## config.mk

```make
export PLATFORM = sky130hd
export DESIGN_NAME = dmem_arbiter
export DESIGN_NICKNAME = d
export VERILOG_FILES = /design/src/rtl/dmem_arbiter.sv
export SDC_FILE = /design/constraint.sdc
export NUM_CORES = 1
export LEC_CHECK = 0
export CAP_MARGIN = 15
export CELL_PAD_IN_SITES_DETAIL_PLACEMENT = 1
export CELL_PAD_IN_SITES_GLOBAL_PLACEMENT = 1
export CORE_UTILIZATION = 32
export DETAILED_ROUTE_END_ITERATION = 8
export GPL_TIMING_DRIVEN = 0
export PLACE_DENSITY = 0.9
export SYNTH_ARGS = -nofsm -noshare
export SYNTH_HDL_FRONTEND = slang
export SYNTH_SLANG_ARGS = --single-unit
```

## constraint.sdc

```tcl
create_clock -name clk -period 5.3 [get_ports clk]
set_input_delay 0.795 -clock clk [delete_from_list [all_inputs] [get_ports clk]]
set_output_delay 0.795 -clock clk [all_outputs]
set_load 0.01 [all_outputs]
```

## src/rtl/dmem_arbiter.sv

```systemverilog
// Arbiter sharing the single-port data memory between the core (priority, zero latency)
// and a host burst loader/dumper. A starvation counter forces the host in after STARVE_MAX wins.
module dmem_arbiter #(
    parameter int AW         = 8,
    parameter int DW         = 8,
    parameter int LW         = 4,
    parameter int STARVE_MAX = 4
) (
    input  logic          clk,
    input  logic          reset,
    input  logic          core_req,
    input  logic          core_we,
    input  logic [AW-1:0] core_addr,
    input  logic [DW-1:0] core_wdata,
    output logic [DW-1:0] core_rdata,
    output logic          core_stall,
    input  logic          host_req,
    input  logic          host_we,
    input  logic [AW-1:0] host_addr,
    input  logic [LW-1:0] host_len,
    input  logic [DW-1:0] host_wdata,
    output logic          host_ack,
    output logic          host_gnt,
    output logic [DW-1:0] host_rdata,
    output logic          host_rvalid,
    output logic          host_done,
    output logic [AW-1:0] mem_addr,
    output logic          mem_wr_en,
    output logic [DW-1:0] mem_din,
    input  logic [DW-1:0] mem_dout
);

    localparam int SW = $clog2(STARVE_MAX + 1);

    typedef enum logic {
        ARB    = 1'b0,
        HBURST = 1'b1
    } state_t;

    state_t        state_q, state_d;
    logic [SW-1:0] starve_q, starve_d;
    logic [LW-1:0] beat_q, beat_d;
    logic [LW-1:0] len_q, len_d;
    logic [AW-1:0] base_q, base_d;
    logic          we_q, we_d;
    logic          rvalid_q, rvalid_d;
    logic          done_q, done_d;
    logic [DW-1:0] rdata_q, rdata_d;

    logic          starved;
    logic          accept;
    logic          wr_en_c;
    logic          ack_c;

    assign starved = (starve_q == SW'(STARVE_MAX));
    assign accept  = (state_q == ARB) && host_req && (!core_req || starved);

    always_comb begin
        state_d    = state_q;
        starve_d   = starve_q;
        beat_d     = beat_q;
        len_d      = len_q;
        base_d     = base_q;
        we_d       = we_q;
        rvalid_d   = 1'b0;
        done_d     = 1'b0;
        rdata_d    = rdata_q;
        mem_addr   = core_addr;
        mem_din    = core_wdata;
        wr_en_c    = 1'b0;
        core_stall = 1'b0;
        host_gnt   = 1'b0;
        ack_c      = 1'b0;

        case (state_q)
            ARB: begin
                // The core is always served here, even in the cycle the host is accepted.
                if (core_req) begin
                    wr_en_c = core_we;
                end
                if (accept) begin
                    base_d   = host_addr;
                    len_d    = host_len;
                    we_d     = host_we;
                    beat_d   = '0;
                    starve_d = '0;
                    ack_c    = 1'b1;
                    state_d  = HBURST;
                end else if (!host_req) begin
                    starve_d = '0;
                end else if (core_req && !starved) begin
                    starve_d = starve_q + 1'b1;
                end
            end
            HBURST: begin
                core_stall = core_req;
                host_gnt   = 1'b1;
                mem_addr   = base_q + AW'(beat_q);
                mem_din    = host_wdata;
                wr_en_c    = we_q;
                if (!we_q) begin
                    rvalid_d = 1'b1;
                    rdata_d  = mem_dout;
                end
                beat_d = beat_q + 1'b1;
                if (beat_q == len_q) begin
                    state_d = ARB;
                    done_d  = 1'b1;
                end
            end
            default: begin
                state_d = ARB;
            end
        endcase
    end

    always_ff @(posedge clk or posedge reset) begin
        if (reset) begin
            state_q  <= ARB;
            starve_q <= '0;
            beat_q   <= '0;
            len_q    <= '0;
            base_q   <= '0;
            we_q     <= 1'b0;
            rvalid_q <= 1'b0;
            done_q   <= 1'b0;
            rdata_q  <= '0;
        end else begin
            state_q  <= state_d;
            starve_q <= starve_d;
            beat_q   <= beat_d;
            len_q    <= len_d;
            base_q   <= base_d;
            we_q     <= we_d;
            rvalid_q <= rvalid_d;
            done_q   <= done_d;
            rdata_q  <= rdata_d;
        end
    end

    // Strobes are forced low while reset is held so nothing reaches memory or the host.
    assign mem_wr_en   = wr_en_c & ~reset;
    assign host_ack    = ack_c & ~reset;
    assign core_rdata  = mem_dout;
    assign host_rdata  = rdata_q;
    assign host_rvalid = rvalid_q;
    assign host_done   = done_q;

endmodule

```

==> results list <==
- Counting cells, the worst reg-to-reg path comes to 7.
- STA puts the critical path data required time at 4510 ps.
- Of the post-synthesis cell area, the dominant cell type holds 42.09%.
- First-pass DRT Iterations: 4
* Final setup fails: 0
- In the final layout, the share of cells above drive strength 1 is 16.08%.
* Worst reg2reg startpoint: starve_q[1]$_DFFE_PP0P_
- Clock buffer depth: 2
- Total number of vias: 1724
* Filler Cells Inserted: 651
* Worst slew pin tran: 552.1 ps
- Residual overflow from global routing: 0
* Initial Util: 33.27%
- Fin Setup TNS: 0 ps
* Post-synth design cell area: 0.001843 mm²
* CP max FO: 6
- The tree is rooted in a sky130_fd_sc_hd__clkbuf_8.
- Longest individual stage delay on the worst path: 590 ps
* CTS clk-pin slew, worst paths: 60 ps
* Antenna violations before repair: 0
* Final hold vios: 0
* Number of synthesized register bits: 31
- Setup repair after global routing left no endpoint under its margin.
* Leakage power: 1.296 nW
- Summed over all nets, the half-perimeter wirelength after detailed placement is 4282 µm.
* Die outline area: 0.006067 mm²
- Remaining design rule violation count: 0
- Most common library cell in the layout ignoring fill and taps: sky130_fd_sc_hd__clkdlybuf4s50_1
- Routed vias/inst: 4.816
* Growth of design area from synthesis to finish: 58.38%
* Count of nets after finishing: 344
- Worst path slowest cell: sky130_fd_sc_hd__clkdlybuf4s50_1
* Post-Syn Instances: 191
- Total of warnings raised by yosys: 0
- TritonCTS clock tree: yes
- Headroom to the max-slew limit: 63.16%
* Biggest area contributors in the synthesized netlist: sky130_fd_sc_hd__dfrtp_1 (42%), sky130_fd_sc_hd__mux2_2 (11%), sky130_fd_sc_hd__nand2_1 (9.8%)
* Wire per inst: 15.48 µm
- CTS buffer count: 5
- The run finished with clean final reports.
* Primary flip-flop cell chosen by synthesis mapping: sky130_fd_sc_hd__dfrtp_1
- The worst setup path is launched from a flip-flop.
- Synthesized area divided by synthesized cell count: 9.649 µm²
- In this run the tool buffered the top-level ports with 87 buffer cells.
* Fraction of met3 tracks used by global routing: 3.176%
* Class of the worst hold path: reg -> reg
- Gp weighted congestion: 0.7909
* Largest net degree at the start of global routing: 21
- The critical path is of the reg -> out type.
* Die boundary width: 77.89 µm
- Start point of the critical path: beat_q[0]$_DFFE_PP0P_
- Worst setup margin: 1797 ps
* Cts hold-fix bufs: 0
* Setup slack on the worst flop-to-flop path: 3680 ps
- Post-layout minimum cycle time: 3503 ps
- Maximum capacitance violations: 0
- Reg2Reg Capture Point: base_q[5]$_DFFE_PP0P_
* Arrival time at the worst endpoint: 2710 ps
- The first routing iteration left 76 violations.
- Of the synthesized area, sequential elements account for 42.09%.
- Fraction of met2 tracks used by global routing: 36.46%
* Count of flip-flops with a built-in enable after synthesis: 0
- Global routing used 20.97% of the available met1 tracks.
* Clock skew after layout: 4.199 ps
* Setup slack at placement: 1897 ps
- Floorplan Core Area: 0.005540 mm²
* Count of cell types in the netlist: 39
- Fraction of synthesis flops using an asynchronous set or reset pin: 100.0%
* P per Cell Area: 534.7 mW/mm²
- In the layout the commonest cells are sky130_fd_sc_hd__clkdlybuf4s50_1 (87), sky130_fd_sc_hd__nand2_1 (48), sky130_fd_sc_hd__dfrtp_1 (31).
* Category of the worst setup path capture point: output port
* Library cell with the largest summed area after synthesis: sky130_fd_sc_hd__dfrtp_1
* Layer with the highest usage after global routing: met2
* Global-route wire length before repair: 8935 µm
- The repair_antennas step left the layout with diodes totalling 0.
* Fmax: 0.2855 GHz
- Clock network latency to the later pin of the worst-skew pair: 280 ps
- The tree built by TritonCTS fans out to 31 sinks.
* Fin crit share: 66.09%
- Instance area at placement: 0.002831 mm²
- Max VDD drop: 0.0002646 V
- Global-route total usage across every layer: 19.20%
- The count of nets left with antenna violations once routing finished came out at 0.
- Number of rows in the core area: 27
- The signal on the critical path passes through ha_1, inv_1, fa_1, nor2b_1, o21a_1, nor3_1, o31ai_1, clkdlybuf4s50_1.
* Die Span Y: 77.89 µm
- The most critical setup path has its endpoint at mem_addr[4].
- Final Max Tran Viols: 0
* Post-synthesis net count: 249
- The H-tree was split into 2 levels.
* Resized Gates After CTS: 0
* IO Count: 88
- Number of setup buffers added after CTS: 0
- Number of global-route vias before repair: 1871
* Design Area, Final: 0.002919 mm²
- Sum of routed wire length over all layers: 5541 µm
-- power breakdown --
part	switching (mW)	total, mW	internal, mW
sequential	0.0977	0.448	0.350
clock	0.0864	0.188	0.102
combinational	0.419	0.925	0.505
-- cells in the mapped netlist (3+ instances only) --
| cell | n |
|---|---|
| sky130_fd_sc_hd__buf_2 | 4 |
| sky130_fd_sc_hd__nand3_1 | 3 |
| sky130_fd_sc_hd__inv_1 | 7 |
| sky130_fd_sc_hd__o31ai_1 | 3 |
| sky130_fd_sc_hd__o21ai_0 | 7 |
| sky130_fd_sc_hd__mux2_2 | 18 |
| sky130_fd_sc_hd__nand2_1 | 48 |
| sky130_fd_sc_hd__xnor2_1 | 6 |
| sky130_fd_sc_hd__a211oi_1 | 3 |
| sky130_fd_sc_hd__buf_4 | 10 |
| sky130_fd_sc_hd__nor3_1 | 3 |
| sky130_fd_sc_hd__dfrtp_1 | 31 |
| sky130_fd_sc_hd__ha_1 | 7 |
| sky130_fd_sc_hd__nor2_1 | 7 |
-- worst max-delay path, delay by kind of cell (launching register included) --
kind,cells,cell delay [ps]
flops,1,460
simple gates,2,240
fa+ha+maj,2,660
compound gates,2,400
buf+inv,2,660
-- flip-flops by register name, summed over array words and instances (netlist names) --
signal       cells
base_q           8
beat_q           4
starve_q         3
host_rvalid      1
len_q            4
host_rdata       8
host_done        1
state_q          1
we_q             1
-- cell type report --
class	count	area [µm²]	share of cell area, %
buffer	15	106.4	3.643
clock inverter	1	5.005	0.1715
inverter	8	30.03	1.029
tap	72	90.09	3.086
sequential	31	775.7	26.58
multi-input combinational	137	930.9	31.89
clock buffer	6	82.58	2.829
timing repair buffer	88	898.4	30.78
-- through the flow --
stage | total power, mW | hold WS [ps] | util [%] | std cells
global placement | 1.331 | 461.3 | 50.61 | 350
floorplan | 0.9571 | 449.4 | - | 191
CTS | 1.580 | 495.0 | 52.69 | 358
detailed placement | 1.380 | 478.2 | 51.11 | 351
global route | 1.674 | 521.0 | 52.69 | 358
finish | 1.561 | 488.2 | 52.69 | 358
-- cells by family after synthesis --
family / share of synthesized area (%)
and+or+nand+nor: 18.40
buffers and inverters: 7.400
adders and majority gates: 5.838
DFF: 42.09
AOI/OAI and AO/OA: 10.39
muxes: 12.08
xor gates and xnor gates: 3.802
-- routing by layer --
metal	up-vias	wire, µm
met1	851	2219
li1	826	-
met4	0	124
met2	34	3059
met5	-	0
met3	13	138
-- worst min-delay path by stage --
stage	slack, ps	depth (start not counted)	startpoint	end
2_1_floorplan	450	2	base_q[0]$_DFFE_PP0P_	base_q[0]$_DFFE_PP0P_
3_3_place_gp	460	2	base_q[3]$_DFFE_PP0P_	base_q[3]$_DFFE_PP0P_
3_5_place_dp	480	2	base_q[2]$_DFFE_PP0P_	base_q[2]$_DFFE_PP0P_
4_1_cts	500	2	base_q[0]$_DFFE_PP0P_	base_q[0]$_DFFE_PP0P_
5_1_grt	520	2	base_q[2]$_DFFE_PP0P_	base_q[2]$_DFFE_PP0P_
6_report	490	2	base_q[0]$_DFFE_PP0P_	base_q[0]$_DFFE_PP0P_
Power figures use the tool's default switching activity.
